==> config.mk <==
export PLATFORM = sky130hd
export DESIGN_NAME = result_view
export DESIGN_NICKNAME = d
export VERILOG_FILES = /design/src/rtl/result_view.sv
export SDC_FILE = /design/constraint.sdc
export NUM_CORES = 1
export LEC_CHECK = 0
export CAP_MARGIN = 20
export CORE_UTILIZATION = 25
export DETAILED_ROUTE_END_ITERATION = 16
export GPL_TIMING_DRIVEN = 0
export SYNTH_ARGS = -nofsm -noshare
export SYNTH_HDL_FRONTEND = slang
export SYNTH_SLANG_ARGS = --single-unit
==> constraint.sdc <==
create_clock -name clk -period 10.94 [get_ports clk]
set_input_delay 1.641 -clock clk [delete_from_list [all_inputs] [get_ports clk]]
set_output_delay 1.641 -clock clk [all_outputs]
set_load 0.01 [all_outputs]
==> src/rtl/result_view.sv <==
// result_view: latches player scores, finds the top score and its holders,
// scrolls every score across the display, then shows the winner(s).
//
// Ports:
//   clk, rst_n     clock; asynchronous active-low reset
//   view           view selector; the block runs while view == VIEW_ID
//   player_count   number of active players, limited to MAX_PLAYERS
//   scores         packed scores; player i occupies slice i-1
//   digits         eight 4-bit codes, digit 0 in [3:0]; 4'hF means blank
//   led            bit i-1 lights for player i
//   buzzer         beeps briefly on entry to the result screen
//   result_valid   high on the result screen and on the empty screen
module result_view #(
  parameter int MAX_PLAYERS = 4,
  parameter int SCORE_W     = 7,
  parameter int TICK_CYCLES = 10_000_000,
  parameter int STEP_TICKS  = 10,
  parameter int BEEP_TICKS  = 5,
  parameter int VIEW_ID     = 2
) (
  input  logic                           clk,
  input  logic                           rst_n,
  input  logic [2:0]                     view,
  input  logic [2:0]                     player_count,
  input  logic [MAX_PLAYERS*SCORE_W-1:0] scores,
  output logic [31:0]                    digits,
  output logic [23:0]                    led,
  output logic                           buzzer,
  output logic                           result_valid
);

  localparam int TW = (TICK_CYCLES > 1) ? $clog2(TICK_CYCLES) : 1;
  localparam int SW = (STEP_TICKS > 1) ? $clog2(STEP_TICKS) : 1;
  localparam int BW = (BEEP_TICKS > 0) ? $clog2(BEEP_TICKS + 1) : 1;
  localparam logic [TW-1:0] TICK_LAST = TW'(TICK_CYCLES - 1);
  localparam logic [SW-1:0] STEP_LAST = SW'(STEP_TICKS - 1);
  localparam logic [BW-1:0] BEEP_END  = BW'(BEEP_TICKS);
  localparam logic [2:0]    VIEW_SEL  = 3'(VIEW_ID);
  localparam logic [3:0]    MAXP      = 4'(MAX_PLAYERS);

  typedef enum logic [2:0] {
    S_IDLE, S_LATCH, S_COMPUTE, S_SCROLL, S_RESULT, S_EMPTY
  } state_t;

  state_t               r_state, n_state;
  logic [SCORE_W-1:0]   r_snap [8];
  logic [SCORE_W-1:0]   n_snap [8];
  logic [SCORE_W-1:0]   w_sc   [8];
  logic [SCORE_W-1:0]   r_max, n_max;
  logic [7:0]           r_mask, n_mask;
  logic [3:0]           r_cnt, n_cnt;
  logic [2:0]           r_idx, n_idx;
  logic [2:0]           r_p, n_p;
  logic [2:0]           r_pos, n_pos;
  logic [2:0]           r_win, n_win;
  logic [2:0]           r_blk, n_blk;
  logic                 r_phase, n_phase;
  logic [TW-1:0]        r_tick, n_tick;
  logic [SW-1:0]        r_step, n_step;
  logic [BW-1:0]        r_beep, n_beep;
  logic [31:0]          r_dig, n_dig;
  logic [23:0]          r_led, n_led;
  logic                 r_buz, n_buz;
  logic                 r_rv, n_rv;

  logic [3:0]           w_cnt;
  logic                 w_tick_ev;
  logic                 w_step_ev;
  logic                 w_multi;
  logic [7:0]           w_bcd;
  logic [4:0]           w_base;
  logic [3:0]           w_nw;

  // Unused player slots read as zero so the snapshot is always 8 deep.
  for (genvar g = 0; g < 8; g++) begin : g_sc
    if (g < MAX_PLAYERS) begin : g_on
      assign w_sc[g] = scores[g*SCORE_W +: SCORE_W];
    end else begin : g_off
      assign w_sc[g] = '0;
    end
  end

  function automatic logic [7:0] bcd(input logic [SCORE_W-1:0] s);
    logic [6:0] v;
    if (32'(s) > 32'd99) v = 7'd99;
    else v = 7'(s);
    return {4'(v / 7'd10), 4'(v % 7'd10)};
  endfunction

  function automatic logic [2:0] first_bit(input logic [7:0] m);
    logic [2:0] r;
    r = '0;
    for (int i = 7; i >= 0; i--)
      if (m[i]) r = 3'(i);
    return r;
  endfunction

  // Next set bit above w, wrapping past bit 7.
  function automatic logic [2:0] next_bit(input logic [7:0] m,
                                          input logic [2:0] w);
    logic [2:0] r;
    logic [2:0] j;
    logic       hit;
    r   = w;
    hit = 1'b0;
    for (int k = 1; k < 8; k++) begin
      j = w + 3'(k);
      if (!hit && m[j]) begin
        r   = j;
        hit = 1'b1;
      end
    end
    return r;
  endfunction

  assign w_cnt = ({1'b0, player_count} > MAXP) ? MAXP
                                               : {1'b0, player_count};
  assign w_tick_ev = (r_tick == TICK_LAST);
  assign w_step_ev = w_tick_ev && (r_step == STEP_LAST);
  assign w_multi   = ($countones(r_mask) > 1);

  always_comb begin
    n_state = r_state;
    n_snap  = r_snap;
    n_cnt   = r_cnt;
    n_idx   = r_idx;
    n_max   = r_max;
    n_mask  = r_mask;
    n_p     = r_p;
    n_pos   = r_pos;
    n_tick  = r_tick;
    n_step  = r_step;
    n_beep  = r_beep;
    n_blk   = r_blk;
    n_phase = r_phase;
    n_win   = r_win;
    unique case (r_state)
      S_IDLE: begin
        if (view == VIEW_SEL) n_state = S_LATCH;
      end
      S_LATCH: begin
        n_snap  = w_sc;
        n_cnt   = w_cnt;
        n_idx   = '0;
        n_max   = '0;
        n_mask  = '0;
        n_state = (w_cnt == 4'd0) ? S_EMPTY : S_COMPUTE;
      end
      S_COMPUTE: begin
        if (r_snap[r_idx] > r_max) begin
          n_max  = r_snap[r_idx];
          n_mask = 8'b1 << r_idx;
        end else if (r_snap[r_idx] == r_max) begin
          n_mask = r_mask | (8'b1 << r_idx);
        end
        n_idx = r_idx + 3'd1;
        if ({1'b0, r_idx} == r_cnt - 4'd1) begin
          n_state = S_SCROLL;
          n_p     = '0;
          n_pos   = '0;
          n_tick  = '0;
          n_step  = '0;
        end
      end
      S_SCROLL: begin
        n_tick = w_tick_ev ? '0 : r_tick + TW'(1);
        if (w_tick_ev)
          n_step = w_step_ev ? '0 : r_step + SW'(1);
        if (w_step_ev) begin
          if (r_pos == 3'd5) begin
            n_pos = '0;
            if ({1'b0, r_p} == r_cnt - 4'd1) begin
              n_state = S_RESULT;
              n_win   = first_bit(r_mask);
              n_tick  = '0;
              n_step  = '0;
              n_beep  = '0;
              n_blk   = '0;
              n_phase = 1'b1;
            end else begin
              n_p = r_p + 3'd1;
            end
          end else begin
            n_pos = r_pos + 3'd1;
          end
        end
      end
      S_RESULT: begin
        n_tick = w_tick_ev ? '0 : r_tick + TW'(1);
        if (w_tick_ev) begin
          n_step = w_step_ev ? '0 : r_step + SW'(1);
          if (r_beep != BEEP_END) n_beep = r_beep + BW'(1);
          if (r_blk == 3'd4) begin
            n_blk   = '0;
            n_phase = ~r_phase;
          end else begin
            n_blk = r_blk + 3'd1;
          end
        end
        if (w_step_ev && w_multi) n_win = next_bit(r_mask, r_win);
      end
      S_EMPTY: ;
      default: n_state = S_IDLE;
    endcase
    if (r_state != S_IDLE && view != VIEW_SEL) n_state = S_IDLE;
  end

  // Outputs are decoded from the next-state values so the registered
  // outputs line up with the state they describe.
  always_comb begin
    n_dig  = '1;
    n_led  = '0;
    n_buz  = 1'b0;
    n_rv   = 1'b0;
    w_base = {n_pos, 2'b00};
    w_bcd  = bcd((n_state == S_RESULT) ? n_max : n_snap[n_p]);
    w_nw   = 4'($countones(n_mask));
    unique case (1'b1)
      (n_state == S_SCROLL): begin
        if (n_pos < 3'd5) begin
          n_dig[w_base +: 4]         = {1'b0, n_p} + 4'd1;
          n_dig[w_base + 5'd8 +: 4]  = w_bcd[7:4];
          n_dig[w_base + 5'd12 +: 4] = w_bcd[3:0];
        end
      end
      (n_state == S_RESULT): begin
        n_rv          = 1'b1;
        n_dig[19:16]  = {1'b0, n_win} + 4'd1;
        n_dig[27:24]  = w_bcd[7:4];
        n_dig[31:28]  = w_bcd[3:0];
        if (w_nw > 4'd1) n_dig[3:0] = w_nw;
        n_led = n_phase ? {16'h0, n_mask} : '0;
        n_buz = (n_beep != BEEP_END);
      end
      (n_state == S_EMPTY): n_rv = 1'b1;
      default: ;
    endcase
  end

  always_ff @(posedge clk or negedge rst_n) begin
    if (!rst_n) begin
      r_state <= S_IDLE;
      for (int i = 0; i < 8; i++) r_snap[i] <= '0;
      r_cnt   <= '0;
      r_idx   <= '0;
      r_max   <= '0;
      r_mask  <= '0;
      r_p     <= '0;
      r_pos   <= '0;
      r_tick  <= '0;
      r_step  <= '0;
      r_beep  <= '0;
      r_blk   <= '0;
      r_phase <= 1'b0;
      r_win   <= '0;
      r_dig   <= '1;
      r_led   <= '0;
      r_buz   <= 1'b0;
      r_rv    <= 1'b0;
    end else begin
      r_state <= n_state;
      r_snap  <= n_snap;
      r_cnt   <= n_cnt;
      r_idx   <= n_idx;
      r_max   <= n_max;
      r_mask  <= n_mask;
      r_p     <= n_p;
      r_pos   <= n_pos;
      r_tick  <= n_tick;
      r_step  <= n_step;
      r_beep  <= n_beep;
      r_blk   <= n_blk;
      r_phase <= n_phase;
      r_win   <= n_win;
      r_dig   <= n_dig;
      r_led   <= n_led;
      r_buz   <= n_buz;
      r_rv    <= n_rv;
    end
  end

  assign digits       = r_dig;
  assign led          = r_led;
  assign buzzer       = r_buz;
  assign result_valid = r_rv;

endmodule

==> flow_summary.yaml <==
timing:
  setup_ws_ns: 0.823
  final-hold-violation-count: 0
  finalCritPeriodShare: 0.925
  setup_viol: 0
  fin_skew_ns: 0.0222
  period_minus_slack_ns: 10.12
  tightest_slew_ns: 1.21
  maxSlewViolCount: 0
  rsz0062_at_grt: "false"
  slew_headroom: 0.189
  fin_setup_tns_ns: 0
  max_freq_mhz: 98.8
detailed_routing:
  num_vias: 9779
  drc: 0
  wl_per_cell_um: 17.1
  via_per_inst: 4.98
  ant_nets: 0
  drt_iter0_drc: 757
  drt_first_pass_iters: 8
  wl_um: 33500
worst_setup_path:
  arrival_ns: 10.48
  crit_top_cell: "ha_1"
  cp_data_required_time_ns: 11.31
  critical_path_class: "register to register"
  critPathMaxFanout: 10
  crit_path_end_kind: "register"
  crit_path_start_kind: "register"
  crit_buf_inv: 7
  worst_path_max_delay_cell: "buf_1"
  max_stage_delay_ns: 0.72
  crit_family: "compound AO/OA/AOI/OAI gates"
cells_and_area:
  n_antenna_cell: 0
  instances_no_fill: 1962
  layout_commonest_cell: "nand2_1"
  area_growth_pct: 19.5
  drive_gt1_frac: 0.128
  nFillCells: 4701
  final_cell_area_um2: 13600
  seq_area_um2: 4190
  nets: 1451
  layout_common_cells: "165 x nand2_1, 134 x dfrtp_1, 116 x nor2_1"
  multi_input_area_um2: 6560
global_routing:
  first_global_vias: 9784
  grt_max_degree: 98
  grt_pass1_wl_um: 54400
  grt_usage: 0.148
  overflow: 0
  antenna_found_initial: 0
floorplanning:
  fp-row-count: 77
  die_area_um2: 46300
  die_h_um: 215
  core_um2: 44500
  initial_core_util: 0.255
  io_pins: 94
  die_w_um: 215
logic_synthesis:
  synth_top_area_share: 0.295
  synthFlopType: "dfrtp_1"
  ys_seq_area_frac: 0.369
  async_flop_share: 1.00
  ys_ff_latch: 166
  syn_inst: 1244
  ys_types: 108
  yosys_warnings: 0
  synth_edf_count: 0
  synth_top_cell_by_area: "dfrtp_1"
  synth_area_leaders: "dfrtp_1 30%, dfstp_2 7.4%, ha_1 5.5%"
  syn_area_um2: 11400
  avgSynthCellArea_um2: 9.13
cts:
  cts.sink_count: 166
  clk_latency_ns: 0.46
  cts_resized: 0
  numCtsBuffers: 17
  cts_setup_buffers: 0
  htreeDepth: 4
  cts.clk_slew.worst_paths_ns: 0.07
  postCtsHoldBufs: 0
  cts_tree: "done"
  clockBufferDepth: 2
  clock-root-buffer: "clkbuf_16"
power:
  p_leak_nw: 5.83
  ir_worst_vdd_mv: 0.204
  power.total_w: 0.00287
  p_per_area_nw_per_um2: 212
placement:
  placed_cell_area_um2: 13000
  post-place-ws_ns: 0.981
  place_congestion: 0.878
  post-place-cells: 1929
  io_buffers: 77
  hpwl_um: 25200
run:
  drv_cap: 0
status:
  status: "complete, no violations"
hold_path:
  min_path_type: "register to register"
[through the flow]
step	util	hold slack, ns
floorplan	-	0.450
global placement	0.290	0.466
detailed placement	0.291	0.472
CTS	0.305	0.482
global route	0.305	0.507
finish	0.305	0.473
[worst paths after layout]
check	from	endpoint	slack (ns)	depth (start not counted)
setup / recovery	r_idx[0]	digits[3]	0.82	37
min in group asynchronous	rst_n	led[2]	1.25	1
hold reg to reg	r_blk[2]	r_blk[2]	0.47	1
hold / removal	r_blk[2]	r_blk[2]	0.47	1
max in group asynchronous	rst_n	r_snap[19]	8.87	2
setup reg to reg	r_idx[0]	digits[3]	0.82	37
[state kept, by name, indices dropped and copies added (netlist names)]
signal,flops
buzzer,1
digits,32
led,8
r_beep,3
r_blk,3
r_cnt,3
r_idx,3
r_mask,8
r_max,7
r_p,3
r_phase,1
r_pos,3
r_snap,56
r_state,3
r_step,4
r_tick,24
r_win,3
result_valid,1
[final cells by class]
cell class / count / area share
multi-input cells: 954 / 0.483
flip-flops and latches: 166 / 0.309
repair buffers: 79 / 0.0597
well taps: 592 / 0.0546
clock buffers: 19 / 0.0326
plain buffers: 69 / 0.0281
inverters: 70 / 0.0205
clock inverters: 13 / 0.0121
[synth_stat cells, types with 20 or more instances]
library cell and instances:
clkbuf_1 34, xor2_1 20, ha_1 50, o221ai_1 23
dfstp_2 32, o21ai_0 61, nand3_1 41, and2_1 35
mux4_2 21, nand2_1 165, inv_1 64, nor3_1 27
mux2i_1 37, a21oi_1 57, nor2_1 116, dfrtp_1 134
[logic make-up after synthesis]
| family | count (synthesis) | synth area share |
|---|---|---|
| compound gates | 287 | 0.181 |
| xor+xnor | 32 | 0.0275 |
| fa+ha+maj | 58 | 0.0692 |
| buf+inv | 139 | 0.0581 |
| flops | 166 | 0.369 |
| mux | 64 | 0.0805 |
| other cells | 1 | 0.000330 |
| simple gates | 497 | 0.214 |
[metal layers]
layer | GRT usage | vias up | wire (um)
li1 | - | 4670 | -
met4 | 0.0482 | 0 | 634
met3 | 0.0219 | 37 | 1450
met1 | 0.196 | 4821 | 15300
met2 | 0.245 | 251 | 16200
met5 | 0 | - | 0
[report_power, final]
part	switching [W]	internal [W]	leakage (nW)
clock	0.000281	0.000351	0.296
sequential	0.0000497	0.000696	2.15
combinational	0.000960	0.000534	3.39
total	0.00129	0.00158	5.83
No activity file was read; power rests on OpenSTA's default activity.
